**src/rtl/core_pkg.sv**
```systemverilog
// rtl/core_pkg.sv - shared branch funct3/flag constants and condition helpers
package core_pkg;

    localparam logic [2:0] BR_BEQ  = 3'b000;
    localparam logic [2:0] BR_BNE  = 3'b001;
    localparam logic [2:0] BR_BLT  = 3'b100;
    localparam logic [2:0] BR_BGE  = 3'b101;
    localparam logic [2:0] BR_BLTU = 3'b110;
    localparam logic [2:0] BR_BGEU = 3'b111;

    localparam int FLAG_V = 3;
    localparam int FLAG_C = 2;
    localparam int FLAG_N = 1;
    localparam int FLAG_Z = 0;

    localparam logic [1:0] BHT_RESET = 2'b01;

    // Flags come from rs1-rs2; unsigned "less than" is a borrow, i.e. carry clear.
    function automatic logic br_cond(input logic [2:0] f3, input logic [3:0] fl);
        logic r;
        r = 1'b0;
        case (f3)
            BR_BEQ:  r = fl[FLAG_Z];
            BR_BNE:  r = ~fl[FLAG_Z];
            BR_BLT:  r = fl[FLAG_N] ^ fl[FLAG_V];
            BR_BGE:  r = ~(fl[FLAG_N] ^ fl[FLAG_V]);
            BR_BLTU: r = ~fl[FLAG_C];
            BR_BGEU: r = fl[FLAG_C];
            default: r = 1'b0;
        endcase
        return r;
    endfunction

    function automatic logic br_illegal(input logic [2:0] f3);
        return f3[2:1] == 2'b01;
    endfunction

endpackage

```
**src/rtl/branch_resolve_unit_if.sv**
```systemverilog
// rtl/branch_resolve_unit_if.sv - EX/fetch side bus of the branch resolve unit
interface branch_resolve_unit_if #(
    parameter int PC_W = 32
);
    logic            ex_valid;
    logic            ex_branch;
    logic            ex_jump;
    logic [2:0]      ex_funct3;
    logic [3:0]      ex_flags;
    logic [PC_W-1:0] ex_pc;
    logic [PC_W-1:0] ex_target;
    logic [PC_W-1:0] ex_pred_pc;
    logic            stall;
    logic [PC_W-1:0] if_pc;
    logic            if_pred_taken;
    logic            redirect_valid;
    logic [PC_W-1:0] redirect_pc;
    logic            illegal_br;
    logic [31:0]     branch_count;
    logic [31:0]     mispredict_count;

    modport master (
        output ex_valid, ex_branch, ex_jump, ex_funct3, ex_flags, ex_pc, ex_target,
               ex_pred_pc, stall, if_pc,
        input  if_pred_taken, redirect_valid, redirect_pc, illegal_br,
               branch_count, mispredict_count
    );

    modport slave (
        input  ex_valid, ex_branch, ex_jump, ex_funct3, ex_flags, ex_pc, ex_target,
               ex_pred_pc, stall, if_pc,
        output if_pred_taken, redirect_valid, redirect_pc, illegal_br,
               branch_count, mispredict_count
    );
endinterface

```
**src/rtl/bht_2bit.sv**
```systemverilog
// rtl/bht_2bit.sv - 2-bit saturating counter table, async read, one write port
module bht_2bit
    import core_pkg::*;
#(
    parameter int ENTRIES = 64,
    parameter int IDX_W   = 6
) (
    input  logic             clk,
    input  logic             reset_n,
    input  logic [IDX_W-1:0] rd_idx,
    output logic [1:0]       rd_cnt,
    input  logic             wr_en,
    input  logic [IDX_W-1:0] wr_idx,
    input  logic             wr_taken
);
    logic [1:0] cnt [ENTRIES];
    logic [1:0] cur;
    logic [1:0] nxt;

    // Read sees the stored value, so a same-cycle update is visible only next cycle.
    assign rd_cnt = cnt[rd_idx];
    assign cur    = cnt[wr_idx];

    always_comb begin
        nxt = cur;
        if (wr_taken) begin
            if (cur != 2'b11) nxt = cur + 2'b01;
        end else begin
            if (cur != 2'b00) nxt = cur - 2'b01;
        end
    end

    always_ff @(posedge clk or negedge reset_n) begin
        if (!reset_n) begin
            for (int i = 0; i < ENTRIES; i++) cnt[i] <= BHT_RESET;
        end else if (wr_en) begin
            cnt[wr_idx] <= nxt;
        end
    end
endmodule

```
**src/rtl/branch_resolve_unit.sv**
```systemverilog
// rtl/branch_resolve_unit.sv - EX branch resolution, redirect/flush, BHT owner
module branch_resolve_unit
    import core_pkg::*;
#(
    parameter int PC_W        = 32,
    parameter int BHT_ENTRIES = 64,
    parameter int IDX_W       = 6
) (
    input  logic                 clk,
    input  logic                 reset_n,
    branch_resolve_unit_if.slave bus
);
    logic            resolve;
    logic            cond;
    logic            illegal;
    logic            taken;
    logic [PC_W-1:0] correct_pc;
    logic            mispredict;
    logic            bht_wr;
    logic [1:0]      rd_cnt;
    logic            unused_if_pc_bits;

    // The cycle after a redirect carries a wrong-path instruction; it must not resolve.
    assign resolve    = bus.ex_valid & (bus.ex_branch | bus.ex_jump) & ~bus.stall
                        & ~bus.redirect_valid;
    assign cond       = br_cond(bus.ex_funct3, bus.ex_flags);
    assign illegal    = br_illegal(bus.ex_funct3);
    assign taken      = bus.ex_jump | (bus.ex_branch & cond);
    assign correct_pc = taken ? bus.ex_target : bus.ex_pc + PC_W'(4);
    assign mispredict = resolve & (correct_pc != bus.ex_pred_pc);
    assign bht_wr     = resolve & bus.ex_branch & ~illegal;

    assign bus.if_pred_taken = rd_cnt[1];
    assign unused_if_pc_bits = ^{bus.if_pc[PC_W-1:IDX_W+2], bus.if_pc[1:0],
                                 bus.ex_pc[1:0]};

    bht_2bit #(
        .ENTRIES (BHT_ENTRIES),
        .IDX_W   (IDX_W)
    ) u_bht (
        .clk      (clk),
        .reset_n  (reset_n),
        .rd_idx   (bus.if_pc[IDX_W+1:2]),
        .rd_cnt   (rd_cnt),
        .wr_en    (bht_wr),
        .wr_idx   (bus.ex_pc[IDX_W+1:2]),
        .wr_taken (taken)
    );

    always_ff @(posedge clk or negedge reset_n) begin
        if (!reset_n) begin
            bus.redirect_valid   <= 1'b0;
            bus.redirect_pc      <= '0;
            bus.illegal_br       <= 1'b0;
            bus.branch_count     <= '0;
            bus.mispredict_count <= '0;
        end else begin
            bus.redirect_valid <= mispredict;
            bus.illegal_br     <= resolve & bus.ex_branch & illegal;
            if (mispredict) begin
                bus.redirect_pc      <= correct_pc;
                bus.mispredict_count <= bus.mispredict_count + 32'd1;
            end
            if (resolve) bus.branch_count <= bus.branch_count + 32'd1;
        end
    end
endmodule

```
**src/flat_wrapper.sv**
```systemverilog
// flat-port wrapper written by rule: the top's interface ports become plain ports
module branch_resolve_unit_flat import core_pkg::*;
#(
    parameter int PC_W        = 32,
    parameter int BHT_ENTRIES = 64,
    parameter int IDX_W       = 6
)
  (clk, reset_n, bus_ex_valid, bus_ex_branch, bus_ex_jump, bus_ex_funct3, bus_ex_flags, bus_ex_pc, bus_ex_target, bus_ex_pred_pc, bus_stall, bus_if_pc, bus_if_pred_taken, bus_redirect_valid, bus_redirect_pc, bus_illegal_br, bus_branch_count, bus_mispredict_count);
  branch_resolve_unit_if #(.PC_W(PC_W)) bus_i ();
  input  logic clk;
  input  logic reset_n;
  input wire logic [$bits(bus_i.ex_valid)-1:0] bus_ex_valid;
  input wire logic [$bits(bus_i.ex_branch)-1:0] bus_ex_branch;
  input wire logic [$bits(bus_i.ex_jump)-1:0] bus_ex_jump;
  input wire logic [$bits(bus_i.ex_funct3)-1:0] bus_ex_funct3;
  input wire logic [$bits(bus_i.ex_flags)-1:0] bus_ex_flags;
  input wire logic [$bits(bus_i.ex_pc)-1:0] bus_ex_pc;
  input wire logic [$bits(bus_i.ex_target)-1:0] bus_ex_target;
  input wire logic [$bits(bus_i.ex_pred_pc)-1:0] bus_ex_pred_pc;
  input wire logic [$bits(bus_i.stall)-1:0] bus_stall;
  input wire logic [$bits(bus_i.if_pc)-1:0] bus_if_pc;
  output wire logic [$bits(bus_i.if_pred_taken)-1:0] bus_if_pred_taken;
  output wire logic [$bits(bus_i.redirect_valid)-1:0] bus_redirect_valid;
  output wire logic [$bits(bus_i.redirect_pc)-1:0] bus_redirect_pc;
  output wire logic [$bits(bus_i.illegal_br)-1:0] bus_illegal_br;
  output wire logic [$bits(bus_i.branch_count)-1:0] bus_branch_count;
  output wire logic [$bits(bus_i.mispredict_count)-1:0] bus_mispredict_count;
  assign bus_i.ex_valid = bus_ex_valid;
  assign bus_i.ex_branch = bus_ex_branch;
  assign bus_i.ex_jump = bus_ex_jump;
  assign bus_i.ex_funct3 = bus_ex_funct3;
  assign bus_i.ex_flags = bus_ex_flags;
  assign bus_i.ex_pc = bus_ex_pc;
  assign bus_i.ex_target = bus_ex_target;
  assign bus_i.ex_pred_pc = bus_ex_pred_pc;
  assign bus_i.stall = bus_stall;
  assign bus_i.if_pc = bus_if_pc;
  assign bus_if_pred_taken = bus_i.if_pred_taken;
  assign bus_redirect_valid = bus_i.redirect_valid;
  assign bus_redirect_pc = bus_i.redirect_pc;
  assign bus_illegal_br = bus_i.illegal_br;
  assign bus_branch_count = bus_i.branch_count;
  assign bus_mispredict_count = bus_i.mispredict_count;
  branch_resolve_unit #(.PC_W(PC_W), .BHT_ENTRIES(BHT_ENTRIES), .IDX_W(IDX_W)) u_core (.clk(clk), .reset_n(reset_n), .bus(bus_i));
endmodule
```
**config.mk**
```make
export PLATFORM = sky130hd
export DESIGN_NAME = branch_resolve_unit_flat
export DESIGN_NICKNAME = d
export VERILOG_FILES = /design/src/rtl/core_pkg.sv /design/src/rtl/branch_resolve_unit_if.sv /design/src/rtl/bht_2bit.sv /design/src/rtl/branch_resolve_unit.sv /design/src/flat_wrapper.sv
export SDC_FILE = /design/constraint.sdc
export NUM_CORES = 1
export LEC_CHECK = 0
export CAP_MARGIN = 0
export CORE_MARGIN = 2
export CORE_UTILIZATION = 40
export CTS_BUF_LIST = sky130_fd_sc_hd__clkbuf_16
export CTS_CLUSTER_DIAMETER = 120
export DETAILED_ROUTE_END_ITERATION = 10
export GPL_TIMING_DRIVEN = 0
export PLACE_DENSITY = 0.69
export SLEW_MARGIN = 20
export SYNTH_ARGS = -nofsm -noshare
export SYNTH_HDL_FRONTEND = slang
export SYNTH_SLANG_ARGS = --single-unit
```
**constraint.sdc**
```tcl
create_clock -name clk -period 4.6 [get_ports clk]
set_clock_uncertainty 0.15 [all_clocks]
set_input_delay 0.69 -clock clk [delete_from_list [all_inputs] [get_ports clk]]
set_output_delay 0.69 -clock clk [all_outputs]
set_load 0.02 [all_outputs]
```
After elaboration in Yosys (flattened, before gate mapping)
Index checks and enable logic that the tools add are counted.

operators by class
  reduce and logical (&&, ||, !) cells = 3
  bitwise gates (word level) = 19
  add/sub/neg operators = 5
  mux-type cells = 14
  order comparisons = 3
  equality and inequality tests = 8

operators by type and width
  cell                                                                          number
  128-bit bitwise mux                                                           1
  32-bit by 1-bit adder with 32-bit output, second input constant               2
  32-bit by 3-bit adder with 32-bit output, second input constant               1
  32-bit 2-to-1 mux                                                             1
  32-bit inequality test                                                        1
  2-bit binary-select mux with 6-bit select                                     2
  2-bit 2-to-1 mux                                                              8
  7-bit greater-or-equal comparator, second input constant                      2
  6-bit NOT with 7-bit output                                                   2
  2-bit demux with 6-bit select                                                 1
  3-bit == test, second input constant                                          4
  1-bit AND                                                                     8
  7-bit by 1-bit less-than comparator with 1-bit output, second input constant  1
  1-bit NOT                                                                     6
  1-bit case mux with 6 select lines                                            1
  3-bit by 1-bit == test with 1-bit output, second input constant               1
  3-bit logical NOT                                                             1
  2-bit by 1-bit adder with 2-bit output, second input constant                 1
  2-bit by 1-bit == test with 1-bit output, second input constant               1
  2-bit inequality test, second input constant                                  1
  1-bit OR                                                                      2
  2-bit nonzero test                                                            1
  2-bit by 1-bit subtractor with 2-bit output, second input constant            1
  1-bit logical AND                                                             1
  1-bit bitwise XOR                                                             1

storage, ports and cells
  flip-flop bits (word level) = 226
  output and inout port bits = 99
  input port bits = 141

Logic depth before layout (Yosys ltp)
  depth after elaboration = 8
  gate-level depth with buffers = 14

Modules after synthesis
Synthesis repeated with hierarchy kept, for this count alone.

second synthesis, totals
  cells, all modules = 1353
  area total of the unflattened synthesis = 13726.9 sq um

by module, submodules not included
  module               cells an instance  instances  area an instance (sq um)
  bht_2bit             674                1          7358.3
  branch_resolve_unit  679                1          6368.6

Worst setup path after synthesis
Ideal clock, no wire load.

  kind = in2out
  start = input bus_if_pc[2]
  end = output bus_if_pred_taken
  buffers on the path = 2
  stages on the path = 5
  setup slack = 589 ps
  arrival = 3171 ps
  required time = 3760 ps
  cell sequence = clkbuf_1 > buf_1 > mux4_2 > mux4_2 > mux4_2

between the ends
  word-level cells in the longest chain between the ends = 4

RTL lines
  item                                                 line                RTL
  start: declaration                                   flat_wrapper.sv:21  input wire logic [$bits(bus_i.if_pc)-1:0] bus_if_pc;
  6-bit NOT with 7-bit output (implied by the code)    bht_2bit.sv:21      assign rd_cnt = cnt[rd_idx];
  2-bit binary-select mux with 6-bit select            bht_2bit.sv:21
  2-bit 2-to-1 mux (implied by the code) (2 in a row)  bht_2bit.sv:21
  end: declaration                                     flat_wrapper.sv:22  output wire logic [$bits(bus_i.if_pred_taken)-1:0] bus_if_pred_taken;

Every way passes these cells. The select of a mux whose other input is x is not followed.

Worst setup path in the final report
  start = input bus_ex_pc[3]
  end = register u_core.bus.redirect_pc[20]

between the ends
  word-level cells in the longest chain between the ends = 4

RTL lines
  item                                          line                          RTL
  start: declaration                            flat_wrapper.sv:17            input wire logic [$bits(bus_i.ex_pc)-1:0] bus_ex_pc;
  32-bit by 3-bit adder with 32-bit output (*)  branch_resolve_unit.sv:29     assign correct_pc = taken ? bus.ex_target : bus.ex_pc + PC_W'(4);
  32-bit 2-to-1 mux (*)                         branch_resolve_unit.sv:29
  32-bit inequality test                        branch_resolve_unit.sv:30     assign mispredict = resolve & (correct_pc != bus.ex_pred_pc);
  1-bit AND                                     branch_resolve_unit.sv:30
  end signal: assignment                        branch_resolve_unit.sv:61     bus.redirect_pc <= correct_pc;
  end: declaration                              branch_resolve_unit_if.sv:32  output if_pred_taken, redirect_valid, redirect_pc, illegal_br,

Mark *: on every way between the ends. The rest lies on a longest branch, timed or not.
A chain may end at the register's enable or synchronous reset.

==> results.cfg <==
[synth]
synth_area_per_cell_um2 = 9.724
synth_sequential_area_ratio = 0.4555
yosys_reg_bits = 226
syn_inst = 1295
synthesis.area_mm2 = 0.01259
synth-edff-count = 0
ys.warnings.count = 0
syn-num-nets = 1439
synth_area_leader_cell = sky130_fd_sc_hd__dfrtp_1
synth.most_common_cell = sky130_fd_sc_hd__nor2_1
synthDominantCellAreaShare = 0.3219
synthFlopType = sky130_fd_sc_hd__dfrtp_1
synth_common_cells = 229 x sky130_fd_sc_hd__nor2_1, 162 x sky130_fd_sc_hd__dfrtp_1, 137 x sky130_fd_sc_hd__a21oi_1
postSynth.asyncResetShare = 1.000
post_synth_num_cell_types = 71
yosys-top-cells-area = sky130_fd_sc_hd__dfrtp_1 32%, sky130_fd_sc_hd__dfstp_2 13%, sky130_fd_sc_hd__nor2_1 6.8%, sky130_fd_sc_hd__a21oi_1 5.4%, sky130_fd_sc_hd__xnor2_1 5.0%

[clock_network]
clk_transition_reported_paths_ps = 60
cts_made_buffers = 27
insertion_delay_ps = 540
ctsLongestPathBuffers = 3
cts_root_buffer = sky130_fd_sc_hd__clkbuf_16
tritoncts = yes
cts.sinks = 226
total_number_of_h_tree_levels = 1

[pwr]
seq_power_share = 0.420
p_int_w = 0.003857
switching_power_w = 0.001667
power_frac_clock = 0.361
standby_leakage_power_nw = 6.684
power_switching_share = 0.3018
power.density_mw_per_mm2 = 341.8
vdd.ir_drop.worst_v = 0.0002910
pwr-share-comb = 0.219

[routing]
drtAntennaViolNets = 0
viasPerCell = 5.794
avgRoutedWirePerCell_um = 22.24
wl_um = 43550
vias = 11350
detailedRoute.firstPassIterationCount = 5
remaining_drc_errors = 0
drt_iter0_markers = 1058

[global_route]
grt_antenna_before_repair = 6
wire_length_of_the_first_global_routing_pass_um = 65210
gr_util_all_layers = 0.2581
grt_max_degree = 95
vias_in_the_first_global_route = 10970
global_route.overflow_total = 0

[sta]
final-setup-viol-count = 0
timing.slew.headroom = 0.4519
unrepaired_setup_endpoints_after_global_routing = false
report.final.hold_viol_count = 0
max_freq_mhz = 224.1
period_share = 0.9700
timing.final.max_slew_violations = 0
final.setup.worst_slack_ps = 137.9
tightest_slew_ps = 817.7
timing.final.crit_period_ps = 4462

[floorplan]
core_area_mm2 = 0.03083
pin_count = 240
die-width_um = 181.4
die_area_mm2 = 0.03292
floorplan.die.height_um = 181.4
start_util = 0.4084
rows = 64

[worst_setup_path]
timing.reg2reg.worst_path_depth = 10
timing_startpoint_of_the_critical_path = bus_ex_pc[3]
critical_path_class = primary input to register
timing.critical_path.fanout_max = 10
critPathRequiredTime_ps = 4870
cp_launch_type = primary input
worst-endpoint-arrival_ps = 4730
worst_setup_path_end_kind = register
ff2ff_setup_slack_ps = 1400
reg2reg_from = u_core.u_bht.cnt[116]$_DFFE_PN1P_
r2r-end = u_core.u_bht.cnt[115]$_DFFE_PN0P_

[min_path]
min-delay-start = u_core.bus.branch_count[31]$_DFFE_PN0P_
min_to = u_core.bus.branch_count[31]$_DFFE_PN0P_
timing.hold.worst_path_depth = 1
hold_path.class = register to register

[finish]
final_util = 0.5241
post_route_cells_drive_above_1_share = 0.1457
filler_cell_count = 2746
finish.net_count = 1682
syn_to_final_growth_pct = 28.33

[placed_design]
pre_cts_slack_ps = -1168
gpl.final_weighted_congestion = 0.9541
numPortBuffers = 206
post-dp-hpwl_um = 32180

[run]
maximum_capacitance_violations = 0

[run_status]
run_status = complete, no violations
critical path: stages:
cell and delay [ps]:
sky130_fd_sc_hd__clkdlybuf4s50_1 750, sky130_fd_sc_hd__ha_1 360, sky130_fd_sc_hd__nand4_1 140, sky130_fd_sc_hd__or4_1 550, sky130_fd_sc_hd__nor3_1 290, sky130_fd_sc_hd__xnor2_1 210, sky130_fd_sc_hd__xnor2_1 100, sky130_fd_sc_hd__o41ai_1 530
sky130_fd_sc_hd__nand4_1 140, sky130_fd_sc_hd__buf_4 200, sky130_fd_sc_hd__nor2_8 160, sky130_fd_sc_hd__nor2_4 90, sky130_fd_sc_hd__buf_6 190, sky130_fd_sc_hd__mux2_4 310
how the worst max path moves through the flow:
stage	endpoint	depth (start not counted)
finish	u_core.bus.redirect_pc[20]$_DFFE_PN0P_	14
global route	u_core.bus.redirect_pc[20]$_DFFE_PN0P_	14
CTS	u_core.u_bht.cnt[106]$_DFFE_PN1P_	13
detailed placement	u_core.u_bht.cnt[115]$_DFFE_PN0P_	13
global placement	u_core.bus.mispredict_count[31]$_DFFE_PN0P_	1
floorplan	bus_if_pred_taken	5
stage by stage:
step	cells	hold WS (ps)	cell area [um^2]	power, W	setup TNS (ps)
detailed placement	1900	321.8	15230	0.003533	-149500
global placement	1897	305.8	15150	0.003508	-1544800
global route	1957	347.4	16160	0.005730	0
CTS	1951	331.8	16120	0.005543	0
floorplan	1295	244.4	12590	0.002921	0
finish	1958	323.8	16160	0.005524	0
kinds of logic after synthesis:
family	share of synthesized area
simple gates	0.1890
compound gates	0.1431
flops	0.4555
xor+xnor	0.09509
buf+inv	0.02712
mux	0.08645
fa+ha+maj	0.003776
cell type report:
cell class,instances,area (um^2),area share
inverter,18,67.56,0.004181
multi-input combinational,990,6565,0.4063
antenna,4,10.01,0.0006194
tap,396,495.5,0.03066
clock inverter,22,138.9,0.008595
timing repair buffer,215,2177,0.1347
sequential,226,5736,0.3549
buffer,60,294.0,0.01820
clock buffer,27,675.6,0.04181
timing repair:
action / CTS / global route
buffers inserted: 1 / 4
gates resized for setup: 17 / 15
hold buffers: 1 / 0
endpoints found under the setup margin: 162 / 146
pin swaps: 1 / 1
gates cloned: 0 / 0
hold endpoints to repair: 53 / 0
power by group through the flow:
| stage | logic [W] | clock network, W | registers [W] |
|---|---|---|---|
| 6_report | 0.00121 | 0.00200 | 0.00232 |
| 4_1_cts | 0.00120 | 0.00203 | 0.00232 |
| 3_3_place_gp | 0.00117 | 0 | 0.00234 |
| 3_5_place_dp | 0.00118 | 0 | 0.00235 |
| 5_1_grt | 0.00129 | 0.00211 | 0.00234 |
| 2_1_floorplan | 0.000480 | 0 | 0.00244 |
registers in the layout, summed over array words and instances, names as in the netlist:
register                     count
u_core.bus.branch_count         32
u_core.bus.illegal_br            1
u_core.bus.mispredict_count     32
u_core.bus.redirect_pc          32
u_core.bus.redirect_valid        1
u_core.u_bht.cnt               128
placed cells by master (no fill, tap or decap), drive strengths merged, types with 5 or more instances in the layout:
| master | instances |
|---|---|
| o41ai | 5 |
| nor3b | 7 |
| nand4 | 24 |
| dfstp | 64 |
| xor2 | 57 |
| nor3 | 28 |
| o2111ai | 5 |
| nand3 | 39 |
| and4 | 8 |
| clkdlybuf4s50 | 205 |
| nor2 | 232 |
| nand2b | 9 |
| inv | 27 |
| nor2b | 11 |
| mux4 | 26 |
| clkinv | 10 |
| clkbuf | 65 |
| dfrtp | 162 |
| xnor2 | 72 |
| o21ai | 46 |
| a221oi | 16 |
| a21oi | 137 |
| mux2 | 31 |
| a22oi | 23 |
| buf | 31 |
| a22o | 11 |
| nor4 | 12 |
| and3 | 28 |
| nand2 | 76 |
| mux2i | 9 |
| and2 | 11 |
| o31ai | 10 |
metal layers:
layer  vias up  wire (um)  track usage
met5         -         46            0
met4         6       1730      0.09984
met3       113       4150      0.06217
met2       577      20150       0.4190
met1      5490      17470       0.3343
li1       5159          -            -
No activity file was read; power rests on OpenSTA's default activity.
